File: src/rtl/bsg_cat_map_ctrl_if.sv
// rtl/bsg_cat_map_ctrl_if.sv - job handshake and pixel RAM request signals of the cat map sequencer
interface bsg_cat_map_ctrl_if #(
  parameter int dim_p        = 16,
  parameter int max_rounds_p = 255
);
  localparam int addr_width_lp  = $clog2(dim_p * dim_p);
  localparam int round_width_lp = $clog2(max_rounds_p + 1);

  logic [round_width_lp-1:0] rounds_i;
  logic                      v_i;
  logic                      ready_o;
  logic                      v_o;
  logic                      yumi_i;
  logic                      result_bank_o;
  logic                      stall_i;
  logic                      rd_v_o;
  logic [addr_width_lp-1:0]  rd_addr_o;
  logic                      rd_bank_o;
  logic                      wr_v_o;
  logic [addr_width_lp-1:0]  wr_addr_o;
  logic                      wr_bank_o;

  modport slave (
    input  rounds_i, v_i, yumi_i, stall_i,
    output ready_o, v_o, result_bank_o,
    output rd_v_o, rd_addr_o, rd_bank_o,
    output wr_v_o, wr_addr_o, wr_bank_o
  );

  modport master (
    output rounds_i, v_i, yumi_i, stall_i,
    input  ready_o, v_o, result_bank_o,
    input  rd_v_o, rd_addr_o, rd_bank_o,
    input  wr_v_o, wr_addr_o, wr_bank_o
  );
endinterface

File: src/rtl/bsg_cat_map_ctrl.sv
// rtl/bsg_cat_map_ctrl.sv - Arnold cat map sequencer scanning an N x N image across two ping-pong banks
module bsg_cat_map_ctrl #(
  parameter int dim_p        = 16,
  parameter int max_rounds_p = 255
) (
  input  logic                clk_i,
  input  logic                reset_n_i,
  bsg_cat_map_ctrl_if.slave   bus
);
  localparam int coord_width_lp = $clog2(dim_p);
  localparam int addr_width_lp  = $clog2(dim_p * dim_p);
  localparam int round_width_lp = $clog2(max_rounds_p + 1);
  localparam int sum_width_lp   = coord_width_lp + 2;

  localparam logic [coord_width_lp-1:0] last_coord_lp = coord_width_lp'(dim_p - 1);
  localparam logic [sum_width_lp-1:0]   dim_sum_lp    = sum_width_lp'(dim_p);
  localparam logic [round_width_lp-1:0] max_rounds_lp = round_width_lp'(max_rounds_p);
  localparam logic [round_width_lp-1:0] one_round_lp  = round_width_lp'(1);

  typedef enum logic [1:0] {IDLE, RUN, DRAIN, DONE} state_e;

  state_e                    r_state, w_state_n;
  logic [coord_width_lp-1:0] r_x, r_y, w_x_n, w_y_n;
  logic                      r_src, w_src_n;
  logic [round_width_lp-1:0] r_rounds, w_rounds_n, w_rounds_sat;
  logic                      w_rd_v;
  logic [addr_width_lp-1:0]  w_rd_addr, w_wr_addr;

  logic                      r_wr_v;
  logic [addr_width_lp-1:0]  r_wr_addr;
  logic                      r_wr_bank;

  logic [sum_width_lp-1:0]   w_sum_x, w_sum_y, w_sum_y1;
  logic [coord_width_lp-1:0] w_xp, w_yp;

  assign w_rounds_sat = (bus.rounds_i > max_rounds_lp) ? max_rounds_lp : bus.rounds_i;

  // x+y < 2N and x+2y < 3N, so conditional subtracts replace a general modulo
  assign w_sum_x  = sum_width_lp'(r_x) + sum_width_lp'(r_y);
  assign w_sum_y  = sum_width_lp'(r_x) + sum_width_lp'({r_y, 1'b0});
  assign w_sum_y1 = (w_sum_y >= dim_sum_lp) ? (w_sum_y - dim_sum_lp) : w_sum_y;
  assign w_xp     = coord_width_lp'((w_sum_x >= dim_sum_lp) ? (w_sum_x - dim_sum_lp) : w_sum_x);
  assign w_yp     = coord_width_lp'((w_sum_y1 >= dim_sum_lp) ? (w_sum_y1 - dim_sum_lp) : w_sum_y1);

  assign w_rd_addr = addr_width_lp'(r_y) * addr_width_lp'(dim_p) + addr_width_lp'(r_x);
  assign w_wr_addr = addr_width_lp'(w_yp) * addr_width_lp'(dim_p) + addr_width_lp'(w_xp);

  always_ff @(posedge clk_i or negedge reset_n_i) begin
    if (!reset_n_i) begin
      r_state <= IDLE;
    end else begin
      r_state <= w_state_n;
    end
  end

  always_comb begin
    w_state_n  = r_state;
    w_x_n      = r_x;
    w_y_n      = r_y;
    w_src_n    = r_src;
    w_rounds_n = r_rounds;
    w_rd_v     = 1'b0;
    case (r_state)
      IDLE: begin
        if (bus.v_i) begin
          w_rounds_n = w_rounds_sat;
          w_src_n    = 1'b0;
          w_x_n      = '0;
          w_y_n      = '0;
          w_state_n  = (w_rounds_sat == '0) ? DONE : RUN;
        end
      end
      RUN: begin
        if (!bus.stall_i) begin
          w_rd_v = 1'b1;
          if (r_x == last_coord_lp) begin
            w_x_n = '0;
            if (r_y == last_coord_lp) begin
              w_y_n     = '0;
              w_state_n = DRAIN;
            end else begin
              w_y_n = r_y + 1'b1;
            end
          end else begin
            w_x_n = r_x + 1'b1;
          end
        end
      end
      // one-cycle bubble so the next round never reads the bank still taking its last write
      DRAIN: begin
        w_rounds_n = r_rounds - one_round_lp;
        w_src_n    = ~r_src;
        w_state_n  = (r_rounds == one_round_lp) ? DONE : RUN;
      end
      DONE: begin
        if (bus.yumi_i) begin
          w_state_n = IDLE;
        end
      end
      default: w_state_n = IDLE;
    endcase
  end

  always_ff @(posedge clk_i or negedge reset_n_i) begin
    if (!reset_n_i) begin
      r_x       <= '0;
      r_y       <= '0;
      r_src     <= 1'b0;
      r_rounds  <= '0;
      r_wr_v    <= 1'b0;
      r_wr_addr <= '0;
      r_wr_bank <= 1'b0;
    end else begin
      r_x       <= w_x_n;
      r_y       <= w_y_n;
      r_src     <= w_src_n;
      r_rounds  <= w_rounds_n;
      r_wr_v    <= w_rd_v;
      r_wr_addr <= w_rd_v ? w_wr_addr : '0;
      r_wr_bank <= w_rd_v & ~r_src;
    end
  end

  assign bus.ready_o       = (r_state == IDLE);
  assign bus.v_o           = (r_state == DONE);
  assign bus.result_bank_o = (r_state == DONE) & r_src;
  assign bus.rd_v_o        = w_rd_v;
  assign bus.rd_addr_o     = w_rd_v ? w_rd_addr : '0;
  assign bus.rd_bank_o     = w_rd_v & r_src;
  assign bus.wr_v_o        = r_wr_v;
  assign bus.wr_addr_o     = r_wr_addr;
  assign bus.wr_bank_o     = r_wr_bank;
endmodule
File: src/flat_wrapper.sv
// flat-port wrapper written by rule: the top's interface ports become plain ports
module bsg_cat_map_ctrl_flat 
#(
  parameter int dim_p        = 16,
  parameter int max_rounds_p = 255
)
  (clk_i, reset_n_i, bus_rounds_i, bus_v_i, bus_yumi_i, bus_stall_i, bus_ready_o, bus_v_o, bus_result_bank_o, bus_rd_v_o, bus_rd_addr_o, bus_rd_bank_o, bus_wr_v_o, bus_wr_addr_o, bus_wr_bank_o);
  bsg_cat_map_ctrl_if #(.dim_p(dim_p), .max_rounds_p(max_rounds_p)) bus_i ();
  input  logic clk_i;
  input  logic reset_n_i;
  input wire logic [$bits(bus_i.rounds_i)-1:0] bus_rounds_i;
  input wire logic [$bits(bus_i.v_i)-1:0] bus_v_i;
  input wire logic [$bits(bus_i.yumi_i)-1:0] bus_yumi_i;
  input wire logic [$bits(bus_i.stall_i)-1:0] bus_stall_i;
  output wire logic [$bits(bus_i.ready_o)-1:0] bus_ready_o;
  output wire logic [$bits(bus_i.v_o)-1:0] bus_v_o;
  output wire logic [$bits(bus_i.result_bank_o)-1:0] bus_result_bank_o;
  output wire logic [$bits(bus_i.rd_v_o)-1:0] bus_rd_v_o;
  output wire logic [$bits(bus_i.rd_addr_o)-1:0] bus_rd_addr_o;
  output wire logic [$bits(bus_i.rd_bank_o)-1:0] bus_rd_bank_o;
  output wire logic [$bits(bus_i.wr_v_o)-1:0] bus_wr_v_o;
  output wire logic [$bits(bus_i.wr_addr_o)-1:0] bus_wr_addr_o;
  output wire logic [$bits(bus_i.wr_bank_o)-1:0] bus_wr_bank_o;
  assign bus_i.rounds_i = bus_rounds_i;
  assign bus_i.v_i = bus_v_i;
  assign bus_i.yumi_i = bus_yumi_i;
  assign bus_i.stall_i = bus_stall_i;
  assign bus_ready_o = bus_i.ready_o;
  assign bus_v_o = bus_i.v_o;
  assign bus_result_bank_o = bus_i.result_bank_o;
  assign bus_rd_v_o = bus_i.rd_v_o;
  assign bus_rd_addr_o = bus_i.rd_addr_o;
  assign bus_rd_bank_o = bus_i.rd_bank_o;
  assign bus_wr_v_o = bus_i.wr_v_o;
  assign bus_wr_addr_o = bus_i.wr_addr_o;
  assign bus_wr_bank_o = bus_i.wr_bank_o;
  bsg_cat_map_ctrl #(.dim_p(dim_p), .max_rounds_p(max_rounds_p)) u_core (.clk_i(clk_i), .reset_n_i(reset_n_i), .bus(bus_i));
endmodule
File: config.mk
export PLATFORM = sky130hd
export DESIGN_NAME = bsg_cat_map_ctrl_flat
export DESIGN_NICKNAME = d
export VERILOG_FILES = /design/src/rtl/bsg_cat_map_ctrl_if.sv /design/src/rtl/bsg_cat_map_ctrl.sv /design/src/flat_wrapper.sv
export SDC_FILE = /design/constraint.sdc
export NUM_CORES = 1
export LEC_CHECK = 0
export ABC_AREA = 1
export ABC_CLOCK_PERIOD_IN_PS = 2000
export CAP_MARGIN = 5
export CORE_ASPECT_RATIO = 1.5
export CORE_MARGIN = 2
export CORE_UTILIZATION = 51
export CTS_CLUSTER_SIZE = 10
export DETAILED_ROUTE_END_ITERATION = 10
export PLACE_DENSITY = 0.79
export RECOVER_POWER = 25
export REMOVE_ABC_BUFFERS = 1
export SETUP_SLACK_MARGIN = 0.2
export SLEW_MARGIN = 25
export SYNTH_ARGS = -nofsm -noshare
export SYNTH_HDL_FRONTEND = slang
export SYNTH_SLANG_ARGS = --single-unit
File: constraint.sdc
create_clock -name clk_i -period 2 [get_ports clk_i]
set_clock_uncertainty 0.15 [all_clocks]
set_input_delay 0.2 -clock clk_i [delete_from_list [all_inputs] [get_ports clk_i]]
set_output_delay 0.2 -clock clk_i [all_outputs]
set_load 0.05 [all_outputs]
==> results.ini, run 1 <==
[run_status]
outcome=completed

[drt]
wl_um=4260
via_per_inst=5.33
drtPass1Iterations=4
wl_per_cell_um=13.8
drt_iter0_markers=42
drc_errors=0
vias=1641
ant_nets=0

[synthesis]
synth_top_family_by_area=simple AND/OR/NAND/NOR gates
seq_area_frac_synth_pct=41.1
synth_compound_area_share_pct=9.15
synth_flop_cell=dfrtp_1
synth.avg_cell_area_um2=7.98
synth.area.mux_share_pct=0
synth_seq_cells=29
synth-simple-area-share_pct=31.5
yosysUniqueCellTypes=30
synthCells=221
synth_area_mm2=0.00176
async_reset_ff_share_pct=100
synth-xor-area-share_pct=1.99
synthAdderAreaFrac_pct=7.94
ys_warn_count=0
synth_enable_flop_cells=0

[timing]
setup_slack_ns=0.236
setup_tns_ns=0
tightest_slew_ns=0.749
finalCriticalPeriod_ns=1.76
max_freq_mhz=567
finalCritPeriodShare_pct=88.2
setup_viol=0
whs_ns=0.281
slew_violations=0
slew_headroom_pct=50.1
rsz0062_at_grt=false
hold_viol_final=0

[critical_path]
cp.depth=1
crit_chain=clkdlybuf4s50_1
cp-end-kind=output pin
cp_num_buf_inv=1
path_delay_family=buffers and inverters
crit_path_max_fanout=1
critPathLaunchType=register
cp_data_arrival_time_ns=1.41
max_stage_delay_ns=0.80
path_class=register to output pin
slowest_stage=clkdlybuf4s50_1
rr_worst_depth=4
required_ns=1.65

[clock_network]
cts_tree=done
clk_latency_ns=0.29
cts_buffers=5
clkSinkCount=29
clk_path_buf_depth=2
cts_hold_buf=0
clk_pin_slew_ns=0.06
cts_htree_levels=2
clockRootBuffer=clkbuf_8

[power_and_ir_drop]
power_density_mw_per_mm2=1720
ir_drop_mv=1.14
p_leak_nw=1.18

[placed_design]
dp_hpwl_um=3180
gp_congestion=0.897
dp_slack_ns=0.293
dpl_cell_area_mm2=0.00228
dp_cells=296
portBuffers=35

[floorplan]
core_mm2=0.00335
dieArea_mm2=0.00396
die_w_um=52.0
ios=36
start_util_pct=52.7
die_h_um=76.0
num_rows=26

[finish]
final_cell_mix=nand2_1, dfrtp_1, inv_1, nor2_1, nand3_1
drive_gt1_share_pct=21.1
layout_commonest_cell=nand2_1
areaGrowthSynthToFinish_pct=41.3
fill_cells=241
layout.cells.non_filler=308
nets=288
finalInstanceArea_mm2=0.00249
diodes=0

[hold_path]
hp-class=register to register
hold_depth=1

[grt]
first_global_vias=1568
grt_pass1_wl_um=7110
grt_use_total_pct=24.3
antenna_found_initial=0
grt_max_degree=30
grt_overflow=0

[job]
drv_cap=0

## through the flow
stage	total power, mW	utilization [%]
3_5_place_dp	3.55	68.1
2_1_floorplan	2.71	-
4_1_cts	4.18	72.4
6_report	4.28	74.4
5_1_grt	4.59	74.4
3_3_place_gp	3.47	68.1
## Yosys cell counts (2+ instances only)
cell type	number	area, um2
nand2_1	41	154
nor2_1	33	124
dfrtp_1	29	726
inv_1	27	101
nand3_1	21	105
o21ai_0	13	65.1
ha_1	8	100
a21oi_1	6	30.0
inv_2	4	15.0
nand2_4	4	45.0
nand4_1	4	25.0
o21ai_1	4	20.0
or2_2	3	18.8
buf_2	2	10.0
fa_1	2	40.0
nand3_2	2	20.0
o211ai_1	2	15.0
o21ai_2	2	17.5
xnor2_1	2	17.5
xor2_1	2	17.5
## sequential cells by signal (all words and copies together), names as in the netlist
register,cells
u_core.bus.wr_bank_o,1
u_core.r_x,4
u_core.r_y,4
u_core.r_rounds,8
u_core.r_src,1
u_core.r_state,2
u_core.bus.wr_v_o,1
u_core.bus.wr_addr_o,8
## metal layers
layer / vias to the layer above / GRT usage [%] / part of all wire, %
met1: 769 / 25.9 / 34
met2: 55 / 42.2 / 58
met3: 17 / 4.71 / 3.7
met5: - / 0 / 0
li1: 800 / - / -
met4: 0 / 14.5 / 4.2
## what timing repair did
action | 4_1_cts | 5_1_grt
setup buffers | 1 | 3
pin swaps | 1 | 1
endpoints found under the setup margin | 10 | 10
hold endpoints to repair | 0 | 0
gates resized for setup | 11 | 10
## where the power goes
group,internal [mW],switching (mW)
logic,0.966,1.67
registers,0.850,0.258
clock network,0.310,0.231
total,2.13,2.16
## final timing paths
check / start / end / slack (ns)
max: u_core.bus.wr_bank_o$_DFF_PN0_ / bus_wr_bank_o / 0.24
min: u_core.r_src$_DFFE_PN0P_ / u_core.bus.wr_bank_o$_DFF_PN0_ / 0.28
max reg2reg: u_core.r_y[0]$_DFFE_PN0P_ / u_core.bus.wr_addr_o[2]$_DFF_PN0_ / 0.32
min reg2reg: u_core.r_src$_DFFE_PN0P_ / u_core.bus.wr_bank_o$_DFF_PN0_ / 0.28
max in group asynchronous: reset_n_i / u_core.r_state[1]$_DFFE_PN0P_ / 0.82
min in group asynchronous: reset_n_i / u_core.bus.wr_addr_o[6]$_DFF_PN0_ / 0.36
## cell families (layout without fill, tap and decap cells)
group           Yosys count  after routing
buf+inv                  35             80
flops                    29             29
fa+ha+maj                10             10
compound gates           29             29
xor+xnor                  4              4
simple gates            114            114
## layout make-up
| cell class | instances | area, um2 | share of cell area [%] |
|---|---|---|---|
| Clock buffer | 7 | 96.3 | 3.87 |
| Clock inverter | 1 | 5.00 | 0.201 |
| Inverter | 32 | 125 | 5.02 |
| Multi-Input combinational cell | 157 | 968 | 38.9 |
| Sequential cell | 29 | 727 | 29.2 |
| Tap cell | 42 | 52.6 | 2.11 |
| Timing Repair Buffer | 40 | 518 | 20.8 |
Note: power is estimated with default switching activity, not from simulation.
==> run 2, diff against run 1 <==
CORE_MARGIN = 1.5   (was 2)
CORE_UTILIZATION = 45   (was 51)
PLACE_DENSITY = 0.68   (was 0.79)
==> results.ini, run 2 (synthesized netlist as in run 1, its figures left out) <==
[drt]
wl_um=3910  ; -8.3%
via_per_inst=5.07  ; -4.9%
drt_iter0_markers=31  ; -26%
ant_nets=0  ; unchanged
vias=1566  ; -4.6%
drtPass1Iterations=4  ; unchanged
drc_errors=0  ; unchanged
wl_per_cell_um=12.6  ; -8.6%

[power_and_ir_drop]
seqPwrFrac_pct=26.1  ; +0.2 points
ir_drop_mv=1.00  ; -12%
p_sw_mw=2.08  ; -3.3%
p_leak_nw=1.25  ; +5.6%
p_comb_share_pct=62.3  ; +0.8 points
p_int_mw=2.04  ; -4.0%
power.share.clock_pct=11.6  ; -1.0 points
power_density_mw_per_mm2=1680  ; -2.2%
swShare_pct=50.5  ; +0.18 points

[critical_path]
cp_data_arrival_time_ns=1.40  ; about the same
rr_worst_depth=4  ; unchanged
crit_path_max_fanout=18  ; +17
crit_end=bus_rd_addr_o[4]
r2r_slack_ns=0.34  ; +0.02 ns
cp-startpoint=u_core.r_state[0]$_DFFE_PN0P_
reg2reg_from=u_core.r_y[0]$_DFFE_PN0P_
cp-end-kind=output pin
path_class=register to output pin
critPathLaunchType=register
required_ns=1.65  ; about the same
r2r_end=u_core.bus.wr_addr_o[2]$_DFF_PN0_

[hold_path]
hp-class=register to register

[placed_design]
dp_cells=299  ; +1.0%
portBuffers=35  ; unchanged
gp_congestion=0.863  ; -3.8%
dp_hpwl_um=2970  ; -6.4%

[timing]
finalCriticalPeriod_ns=1.75  ; -0.0130 ns
tightest_slew_ns=0.746  ; -0.00323 ns
rsz0062_at_grt=true
max_freq_mhz=571  ; +0.74%
setup_viol=0  ; unchanged
setup_tns_ns=0  ; unchanged
hold_viol_final=0  ; unchanged
finalCritPeriodShare_pct=87.5  ; -0.65 points
slew_violations=0  ; unchanged
slew_headroom_pct=50.3  ; +0.21 points

[floorplan]
ios=36  ; unchanged
die_h_um=79.7  ; +4.8%
start_util_pct=47.5  ; -5.2 points
num_rows=27  ; +3.8%
dieArea_mm2=0.00431  ; +9.0%
die_w_um=54.1  ; +4.0%
core_mm2=0.00372  ; +11%

[clock_network]
clockRootBuffer=clkbuf_8
clk_latency_ns=0.28  ; about the same
cts_hold_buf=0  ; unchanged
cts_buffers=5  ; unchanged
clk_pin_slew_ns=0.07  ; about the same
cts_tree=done
cts_htree_levels=2  ; unchanged
clk_path_buf_depth=2  ; unchanged
clkSinkCount=29  ; unchanged

[finish]
nets=288  ; unchanged
diodes=0  ; unchanged
final_cell_mix=nand2_1, dfrtp_1, inv_1, nor2_1, nand3_1
layout_commonest_cell=nand2_1
areaGrowthSynthToFinish_pct=39.2
drive_gt1_share_pct=21.1  ; unchanged
layout.cells.non_filler=309  ; +0.32%

[run_status]
outcome=completed

[grt]
grt_pass1_wl_um=6720  ; -5.4%
first_global_vias=1534  ; -2.2%
grt_use_total_pct=21.5  ; -2.8 points
antenna_found_initial=0  ; unchanged
grt_overflow=0  ; unchanged
grt_max_degree=30  ; unchanged

[job]
drv_cap=0  ; unchanged

run 2: cell count changes in the layout (fill, tap and decap cells not counted), sizes merged:
cell / change
dlymetal6s2s: +5
clkinvlp: +1
clkinv: +1
clkdlybuf4s50: -5
clkbuf: -2
run 2: power by group through the flow:
| stage | clock network, mW | logic [mW] | registers (mW) |
|---|---|---|---|
| after floorplan | 0 | 1.35 | 1.36 |
| after global placement | 0 | 2.44 | 1.10 |
| after detailed placement | 0 | 2.48 | 1.10 |
| after CTS | 0.486 | 2.49 | 1.09 |
| after global routing | 0.514 | 2.83 | 1.11 |
| final | 0.478 | 2.57 | 1.08 |
run 2: worst min-delay path by stage:
stage	from	to	slack, ns	depth (start not counted)
3_3_place_gp	u_core.r_src$_DFFE_PN0P_	u_core.bus.wr_bank_o$_DFF_PN0_	0.26	1
5_1_grt	u_core.r_src$_DFFE_PN0P_	u_core.bus.wr_bank_o$_DFF_PN0_	0.32	1
2_1_floorplan	reset_n_i	u_core.bus.wr_addr_o[0]$_DFF_PN0_	-0.25	0
4_1_cts	reset_n_i	u_core.bus.wr_addr_o[0]$_DFF_PN0_	0.16	2
6_report	u_core.r_src$_DFFE_PN0P_	u_core.bus.wr_bank_o$_DFF_PN0_	0.27	1
3_5_place_dp	u_core.r_src$_DFFE_PN0P_	u_core.bus.wr_bank_o$_DFF_PN0_	0.26	1
run 2: final cells by class:
type / count / area [um2]
Fill cell: 331 / 1260
Multi-Input combinational cell: 157 / 933
Sequential cell: 29 / 727
Timing Repair Buffer: 40 / 531
Inverter: 32 / 125
Clock buffer: 5 / 68.8
Tap cell: 43 / 53.8
Clock inverter: 3 / 17.5
run 2: per-layer routing:
layer	wire length (um)	global-route usage, %	part of all wire [%]	vias to the layer above
li1	-	-	-	794
met1	1480	21.8	38	729
met2	2160	38.3	55	33
met3	129	5.24	3.3	10
met4	140	11.5	3.6	0
met5	0	0	0	-
run 2: through the flow:
| step | power, mW | hold WS [ns] | cell area (um2) | setup WS [ns] | utilization [%] |
|---|---|---|---|---|---|
| 3_3_place_gp | 3.54 | 0.259 | 2300 | 0.354 | 61.9 |
| 5_1_grt | 4.45 | 0.322 | 2460 | 0.197 | 66.1 |
| 3_5_place_dp | 3.58 | 0.263 | 2300 | 0.320 | 61.9 |
| 6_report | 4.13 | 0.275 | 2460 | 0.249 | 66.1 |
| 2_1_floorplan | 2.71 | -0.246 | 1740 | 0.0922 | - |
| 4_1_cts | 4.07 | 0.157 | 2390 | 0.155 | 64.4 |
run 2: worst max-delay path, cell delays in order (launching register included):
cell,delay (ns)
dfrtp_1,0.41
inv_2,0.10
nor2_8,0.13
nand2_8,0.14
nor2_2,0.18
buf_12,0.16
run 2: timing repair:
action	in CTS	in global routing
gates resized for setup	3	16
buffers inserted	0	2
setup endpoints to repair	10	16
